$ cat src/rtl/fifo_rd_stream.sv
// Read-side adapter for the synchronous FIFO: issues credit-limited reads and
// turns the one-cycle-late dout into a valid/ready stream through a small ring buffer.
module fifo_rd_stream #(
  parameter int DWIDTH    = 16,
  parameter int BUF_DEPTH = 3,
  parameter int CWIDTH    = 16
) (
  input  logic              clk,
  input  logic              rst,
  input  logic              en,
  input  logic              fifo_empty,
  input  logic [DWIDTH-1:0] fifo_dout,
  output logic              fifo_rd_en,
  output logic              m_valid,
  input  logic              m_ready,
  output logic [DWIDTH-1:0] m_data,
  output logic [CWIDTH-1:0] words_out
);

  localparam int IW = (BUF_DEPTH > 1) ? $clog2(BUF_DEPTH) : 1;
  localparam int OW = $clog2(BUF_DEPTH + 1);
  localparam logic [IW-1:0] LAST_IDX = IW'(BUF_DEPTH - 1);
  localparam logic [OW:0]   DEPTH_W  = (OW+1)'(BUF_DEPTH);

  logic [BUF_DEPTH-1:0][DWIDTH-1:0] mem;
  logic [IW-1:0] rd_idx, wr_idx;
  logic [OW-1:0] occ;
  logic          pend;
  logic          pop;
  logic [OW:0]   credit_used;

  // An in-flight read already owns a slot, so it counts against the credit.
  always_comb begin
    credit_used = {1'b0, occ} + {{OW{1'b0}}, pend};
    fifo_rd_en  = !rst && en && !fifo_empty && (credit_used < DEPTH_W);
    m_valid     = (occ != '0);
    m_data      = mem[rd_idx];
    pop         = m_valid && m_ready;
  end

  always_ff @(posedge clk) begin
    if (rst) begin
      mem       <= '0;
      rd_idx    <= '0;
      wr_idx    <= '0;
      occ       <= '0;
      pend      <= 1'b0;
      words_out <= '0;
    end else begin
      pend <= fifo_rd_en;
      // dout is only meaningful in the cycle after an accepted read.
      if (pend) begin
        mem[wr_idx] <= fifo_dout;
        wr_idx      <= (wr_idx == LAST_IDX) ? '0 : wr_idx + IW'(1);
      end
      if (pop) begin
        rd_idx    <= (rd_idx == LAST_IDX) ? '0 : rd_idx + IW'(1);
        words_out <= words_out + CWIDTH'(1);
      end
      case ({pend, pop})
        2'b10:   occ <= occ + OW'(1);
        2'b01:   occ <= occ - OW'(1);
        default: occ <= occ;
      endcase
    end
  end

endmodule

$ cat config.mk
export PLATFORM = sky130hd
export DESIGN_NAME = fifo_rd_stream
export DESIGN_NICKNAME = d
export VERILOG_FILES = /design/src/rtl/fifo_rd_stream.sv
export SDC_FILE = /design/constraint.sdc
export NUM_CORES = 1
export LEC_CHECK = 0
export BUFFER_PORTS_ARGS = -buffer_cell sky130_fd_sc_hd__buf_2
export CAP_MARGIN = 20
export CELL_PAD_IN_SITES_DETAIL_PLACEMENT = 0
export CELL_PAD_IN_SITES_GLOBAL_PLACEMENT = 1
export CORE_MARGIN = 2
export CORE_UTILIZATION = 40
export DETAILED_ROUTE_END_ITERATION = 6
export PLACE_DENSITY = 0.85
export SLEW_MARGIN = 20
export SYNTH_ARGS = -nofsm -noshare
export SYNTH_HDL_FRONTEND = slang
export SYNTH_SLANG_ARGS = --single-unit
$ cat constraint.sdc
create_clock -name clk -period 1.92 [get_ports clk]
set_input_delay 0.192 -clock clk [delete_from_list [all_inputs] [get_ports clk]]
set_output_delay 0.192 -clock clk [all_outputs]
set_load 0.01 [all_outputs]
* Word-level counts from Yosys, hierarchy flattened
Cells that the tools add are included.
** Operators by class
- Add/sub/neg operators :: 6
- $mul :: 0
- Div/mod/pow operators :: 0
- Order comparisons :: 4
- Eq/ne operators :: 4
- Shift-type cells :: 0
- Mux-type cells :: 8
- Bitwise operators :: 0
- Reductions and logical operators :: 9
** Operator list (count)
- 48-bit bitwise mux :: 1
- 16-bit binary-select mux with 2-bit select :: 1
- 16-bit demux with 2-bit select :: 1
- 16-bit 2-to-1 mux :: 2
- 16-bit by 1-bit adder with 16-bit output, second input constant :: 1
- 2-bit by 1-bit adder with 2-bit output, second input constant :: 3
- 2-bit equality test, second input constant :: 3
- 2-bit by 3-bit less-than comparator with 1-bit output, second input constant :: 2
- 1-bit logical AND :: 5
- 2-bit 2-to-1 mux :: 2
- 2-bit one-hot mux with 2 select lines :: 1
- 2-bit nonzero test :: 2
- 2-bit by 1-bit adder with 3-bit output :: 1
- 3-bit by 2-bit less-than comparator with 1-bit output, second input constant :: 1
- 2-bit by 1-bit equality test with 1-bit output, second input constant :: 1
- 2-bit by 1-bit greater-or-equal comparator with 1-bit output, second input constant :: 1
- 1-bit zero test :: 2
- 2-bit by 1-bit subtractor with 2-bit output, second input constant :: 1
** Storage, ports and cells
- Register bits after elaboration :: 71
- Bits in latches :: 0
- RAM bits :: 0
- ROM bits :: 0
- Input port bits :: 21
- Output and inout bits :: 34
- Logic and storage cells :: 39
- Memories :: 0

* Longest topological paths before layout
- Word-level depth :: 5
- Gate-level depth with buffers :: 6
- Gate-level depth less buffers :: 6

* Least setup slack after synthesis
Ideal clock, no wire load.
- Path kind :: flip-flop to flip-flop
- From :: register words_out[0]
- To :: register words_out[14]
- Library setup time :: 0.070 ns
- Data arrival time :: 1.709 ns
- Required time :: 1.850 ns
- Setup slack :: 0.141 ns
- Cell stages (with the launch flop) :: 6
- Path buffers :: 0
- Period minus slack after synthesis :: 1.779 ns
- Path through :: dfxtp_1 > ha_1 > nand3_2 > or4_4 > or3_1 > a21oi_1
** Between the ends
- Longest elaborated chain between the ends :: 1
** RTL lines
- from (decl) :: RTL line 17 : output logic [CWIDTH-1:0] words_out
- from (signal assigned) :: RTL line 58 : words_out <= words_out + CWIDTH'(1);
- 16-bit by 1-bit adder with 16-bit output :: RTL line 58
No other way between the ends.
A chain may end at the register's enable or synchronous reset.

* Worst setup path after layout
- From :: register pend
- To :: output fifo_rd_en
** Between the ends
- Longest elaborated chain between the ends :: 3
** RTL lines
- from (decl) :: RTL line 28 : logic pend;
- from (signal assigned) :: RTL line 50 : pend <= fifo_rd_en;
- 2-bit by 1-bit adder with 3-bit output :: RTL line 34 : credit_used = {1'b0, occ} + {{OW{1'b0}}, pend};
- 3-bit by 2-bit less-than comparator with 1-bit output :: RTL line 35 : fifo_rd_en = !rst && en && !fifo_empty && (credit_used < DEPTH_W);
- 1-bit logical AND :: RTL line 35
- to (decl) :: RTL line 13 : output logic fifo_rd_en,
No other way between the ends.

==> summary.md <==
| Metric | Value |
|---|---|
| Leakage | 1.38 nW |
| Clock power frac | 41.4% |
| Final clock period utilization by the worst path | 100% |
| Chip width | 90.6 µm |
| Finished Layout Cells | 545 |
| Post-synthesis cell type count | 29 |
| Vias in the first global route | 2505 |
| Synth Register Bits | 71 |
| Synth Area in Adders | 1.67% |
| Post-route ant nets | 0 |
| Logic pwr share | 10.6% |
| Die ar. | 0.00821 mm² |
| Pins Over Slew Limit | 0 |
| Pre-CTS setup slack | 0.0879 ns |
| Cts bufs inserted | 9 |
| # DRC | 0 |
| CP cell instances | ha_4 -> ha_4 -> or4b_4 -> a21oi_2 -> buf_2 |
| Wirelength per Cell | 12.9 µm |
| Cell family contributing the most delay on the critical path | simple AND/OR/NAND/NOR gates |
| Vias post-DR | 2679 |
| Worst-Margin Slew | 0.743 ns |
| Initial Util | 41.4% |
| Status | complete, but fails checks |
| Reg-to-Reg Start | words_out[0]$_SDFFE_PP0P_ |
| Syn nets | 410 |
| Power Dens Cells | 868 mW/mm² |
| Hold WC Path Type | primary input to flop |
| Initial antenna violation count | 0 |
| Syn Inst Count | 385 |
| Nets@finish | 467 |
| R2r endpoint | words_out[14]$_SDFFE_PP0P_ |
| Slew margin rel. | 50.5% |
| Worst setup endpoint | fifo_rd_en |
| Gr usage total | 18.1% |
| Largest net degree at the start of global routing | 74 |
| Post-Syn Area | 0.00300 mm² |
| Cell-internal power | 2.41 mW |
| Switching Fraction | 24.5% |
| Critical Path Fanout Max | 2 |
| Ys Warns | 0 |
| Failing checks | setup timing |
| Vias per std cell | 4.92 |
| Reg2Reg Depth | 5 |
| CTS clk-pin slew, worst paths | 0.08 ns |
| Layout cells sized above 1 | 22.6% |
| Placed instance count | 529 |
| Simple-gate share of the synthesized area | 24.1% |
| Setup CP Type | flop to output port |
| Site Rows | 31 |
| Dpl hpwl | 4440 µm |
| CTS tree | yes |
| Core area | 0.00725 mm² |
| Antenna cells | 0 |
| Ports | 55 |
| Filler cells | 757 |
| Layout-stage area growth over the synthesis result | 22.8% |
| CP endpoint kind | output port |
| WL final | 7010 µm |
| Final GP Congestion | 0.763 |
| Compound-Gate Fraction of Synth Area | 13.8% |
| R2R Setup Slk | 0.14 ns |
| Clock Skew | 0.00794 ns |
| Grt ovf | 0 |
| Clock sink total | 71 |
| Max-Cap Viols | 0 |
| Fmax | 0.519 GHz |
| CP bufs+invs | 1 |
| Die extent in y | 90.6 µm |
| Largest family of logic cells by synthesized area | simple AND/OR/NAND/NOR gates |
| VDD IR max | 0.319 mV |
| DR pass1 iterations | 5 |
| Multiplexer share of the synthesized area | 6.46% |
| CP max-delay cell | or4b_4 |
| # port buffers | 54 |
| Reg power frac | 48.0% |
| Synth Area in XOR/XNOR | 2.92% |
| Placed Area | 0.00342 mm² |
| Clock period minus worst slack | 1.92 ns |
| Crit path from | pend$_SDFF_PP0_ |
| Final hold vios | 0 |
| Crit start category | flop |
| Worst Slack Setup Final | -0.00497 ns |
| Clock Tree Root | clkbuf_8 |
| Clock Path Buffers | 2 |
| Seq/Total Area, Yosys | 47.4% |
| H-tree Lvls | 3 |
| Worst skew pair latency | 0.35 ns |
| Setup violations, final | 1 |
| Final core utilization | 50.8% |
| Slowest stage delay, CP | 0.52 ns |
| Final instance area | 0.00368 mm² |
| RSZ-0062 raised after global routing | yes |
| Crit path depth | 5 |
| Syn avg cell area | 7.80 µm² |
| CP arrival | 1.73 ns |
| Most used cell along the critical path | ha_4 |
| Sw power | 0.782 mW |
| CP Data Required Time | 1.73 ns |
| 1st-iter DRT viols | 128 |
| First-pass GRT wire length | 11800 µm |
final cells by class:
class	count	area, µm²	area share, %
timing repair buffer	69	383	10.4
inverter	6	22.5	0.611
clock buffer	10	138	3.74
multi-input combinational	285	1510	41.0
sequential	71	1430	38.7
clock inverter	5	82.6	2.24
tap	99	124	3.36
kinds of logic (layout without fill, tap and decap cells):
| logic type | Yosys count | after routing |
|---|---|---|
| simple gates | 170 | 170 |
| compound gates | 82 | 82 |
| flops | 71 | 71 |
| buf+inv | 29 | 90 |
| mux | 19 | 19 |
| xor+xnor | 10 | 10 |
| fa+ha+maj | 4 | 4 |
timing repair:
| action | 4_1_cts | 5_1_grt |
|---|---|---|
| endpoints found under the setup margin | 1 | 3 |
| buffers inserted | 1 | 0 |
| hold buffers | 0 | 0 |
| pin swaps | 2 | 1 |
| resized for setup | 8 | 2 |
metrics by stage:
stage | hold WS, ns | power, mW | TNS [ns]
after global routing | 0.0819 | 3.35 | -0.0566
after floorplan | 0.328 | 1.76 | 0
after detailed placement | 0.446 | 1.89 | 0
after CTS | 0.0782 | 3.24 | -0.0700
after global placement | 0.441 | 1.89 | 0
final | 0.0982 | 3.20 | -0.00497
synthesized netlist by cell type:
| master | n | area (µm²) |
|---|---|---|
| a21oi_1 | 60 | 300 |
| and3_1 | 1 | 6.26 |
| buf_1 | 3 | 11.3 |
| clkbuf_1 | 20 | 75.1 |
| dfxtp_1 | 71 | 1420 |
| ha_1 | 4 | 50.1 |
| inv_1 | 6 | 22.5 |
| mux2_1 | 1 | 11.3 |
| mux2_2 | 2 | 22.5 |
| mux2i_1 | 16 | 160 |
| nand2_1 | 121 | 454 |
| nand3_1 | 5 | 25.0 |
| nand3_2 | 1 | 10.0 |
| nand3b_1 | 1 | 7.51 |
| nand4_1 | 3 | 18.8 |
| nor2_1 | 15 | 56.3 |
| nor2b_1 | 4 | 25.0 |
| nor3_1 | 6 | 30.0 |
| nor3b_1 | 1 | 7.51 |
| nor4_1 | 1 | 6.26 |
| o21ai_0 | 20 | 100 |
| o21ai_2 | 1 | 8.76 |
| o22ai_1 | 1 | 6.26 |
| or2_2 | 3 | 18.8 |
| or3_1 | 6 | 37.5 |
| or4_4 | 1 | 11.3 |
| or4b_2 | 1 | 10.0 |
| xnor2_1 | 7 | 61.3 |
| xor2_1 | 3 | 26.3 |
tightest hold or removal path, delay by kind of cell:
kind / cells / cell delay [ns]
buf+inv: 1 / 0.11
simple gates: 1 / 0.05
compound gates: 1 / 0.05
sequential cells by signal, summed over array words and instances (netlist names):
register   cells
wr_idx         2
pend           1
rd_idx         2
mem           48
occ            2
words_out     16
layout by cell type (no fill, tap or decap), drive strengths merged:
cell    count
dfxtp      71
clkbuf     10
clkinv      3
or4         1
nand2     121
nor3b       1
xor2        3
nor4        1
or2         3
ha          4
nand3       6
nand4       3
xnor2       7
nor2b       4
o21ai      21
and3        1
o22ai       1
mux2        3
or4b        1
nor2       15
mux2i      16
nand3b      1
bufinv      2
inv         6
a21oi      60
nor3        6
buf        69
or3         6
power by group through the flow:
stage / clock network, mW / registers (mW) / logic, mW
3_5_place_dp: 0 / 1.56 / 0.326
6_report: 1.32 / 1.54 / 0.340
4_1_cts: 1.36 / 1.53 / 0.341
2_1_floorplan: 0 / 1.57 / 0.196
5_1_grt: 1.43 / 1.54 / 0.375
3_3_place_gp: 0 / 1.56 / 0.324
layer usage:
layer  share of wire [%]  global-route usage [%]
met3                 3.7                    3.84
met4                 1.9                    7.69
met1                  47                    23.6
met2                  47                    29.0
met5                   0                       0
worst min-delay path by stage:
stage	from	to	depth (start not counted)
2_1_floorplan	fifo_dout[0]	mem[0]$_SDFFE_PP0P_	2
3_3_place_gp	mem[7]$_SDFFE_PP0P_	mem[7]$_SDFFE_PP0P_	2
3_5_place_dp	mem[6]$_SDFFE_PP0P_	mem[6]$_SDFFE_PP0P_	2
4_1_cts	fifo_dout[6]	mem[6]$_SDFFE_PP0P_	3
5_1_grt	fifo_dout[7]	mem[39]$_SDFFE_PP0P_	3
6_report	fifo_dout[6]	mem[6]$_SDFFE_PP0P_	3
(Power assumes the default switching activity.)
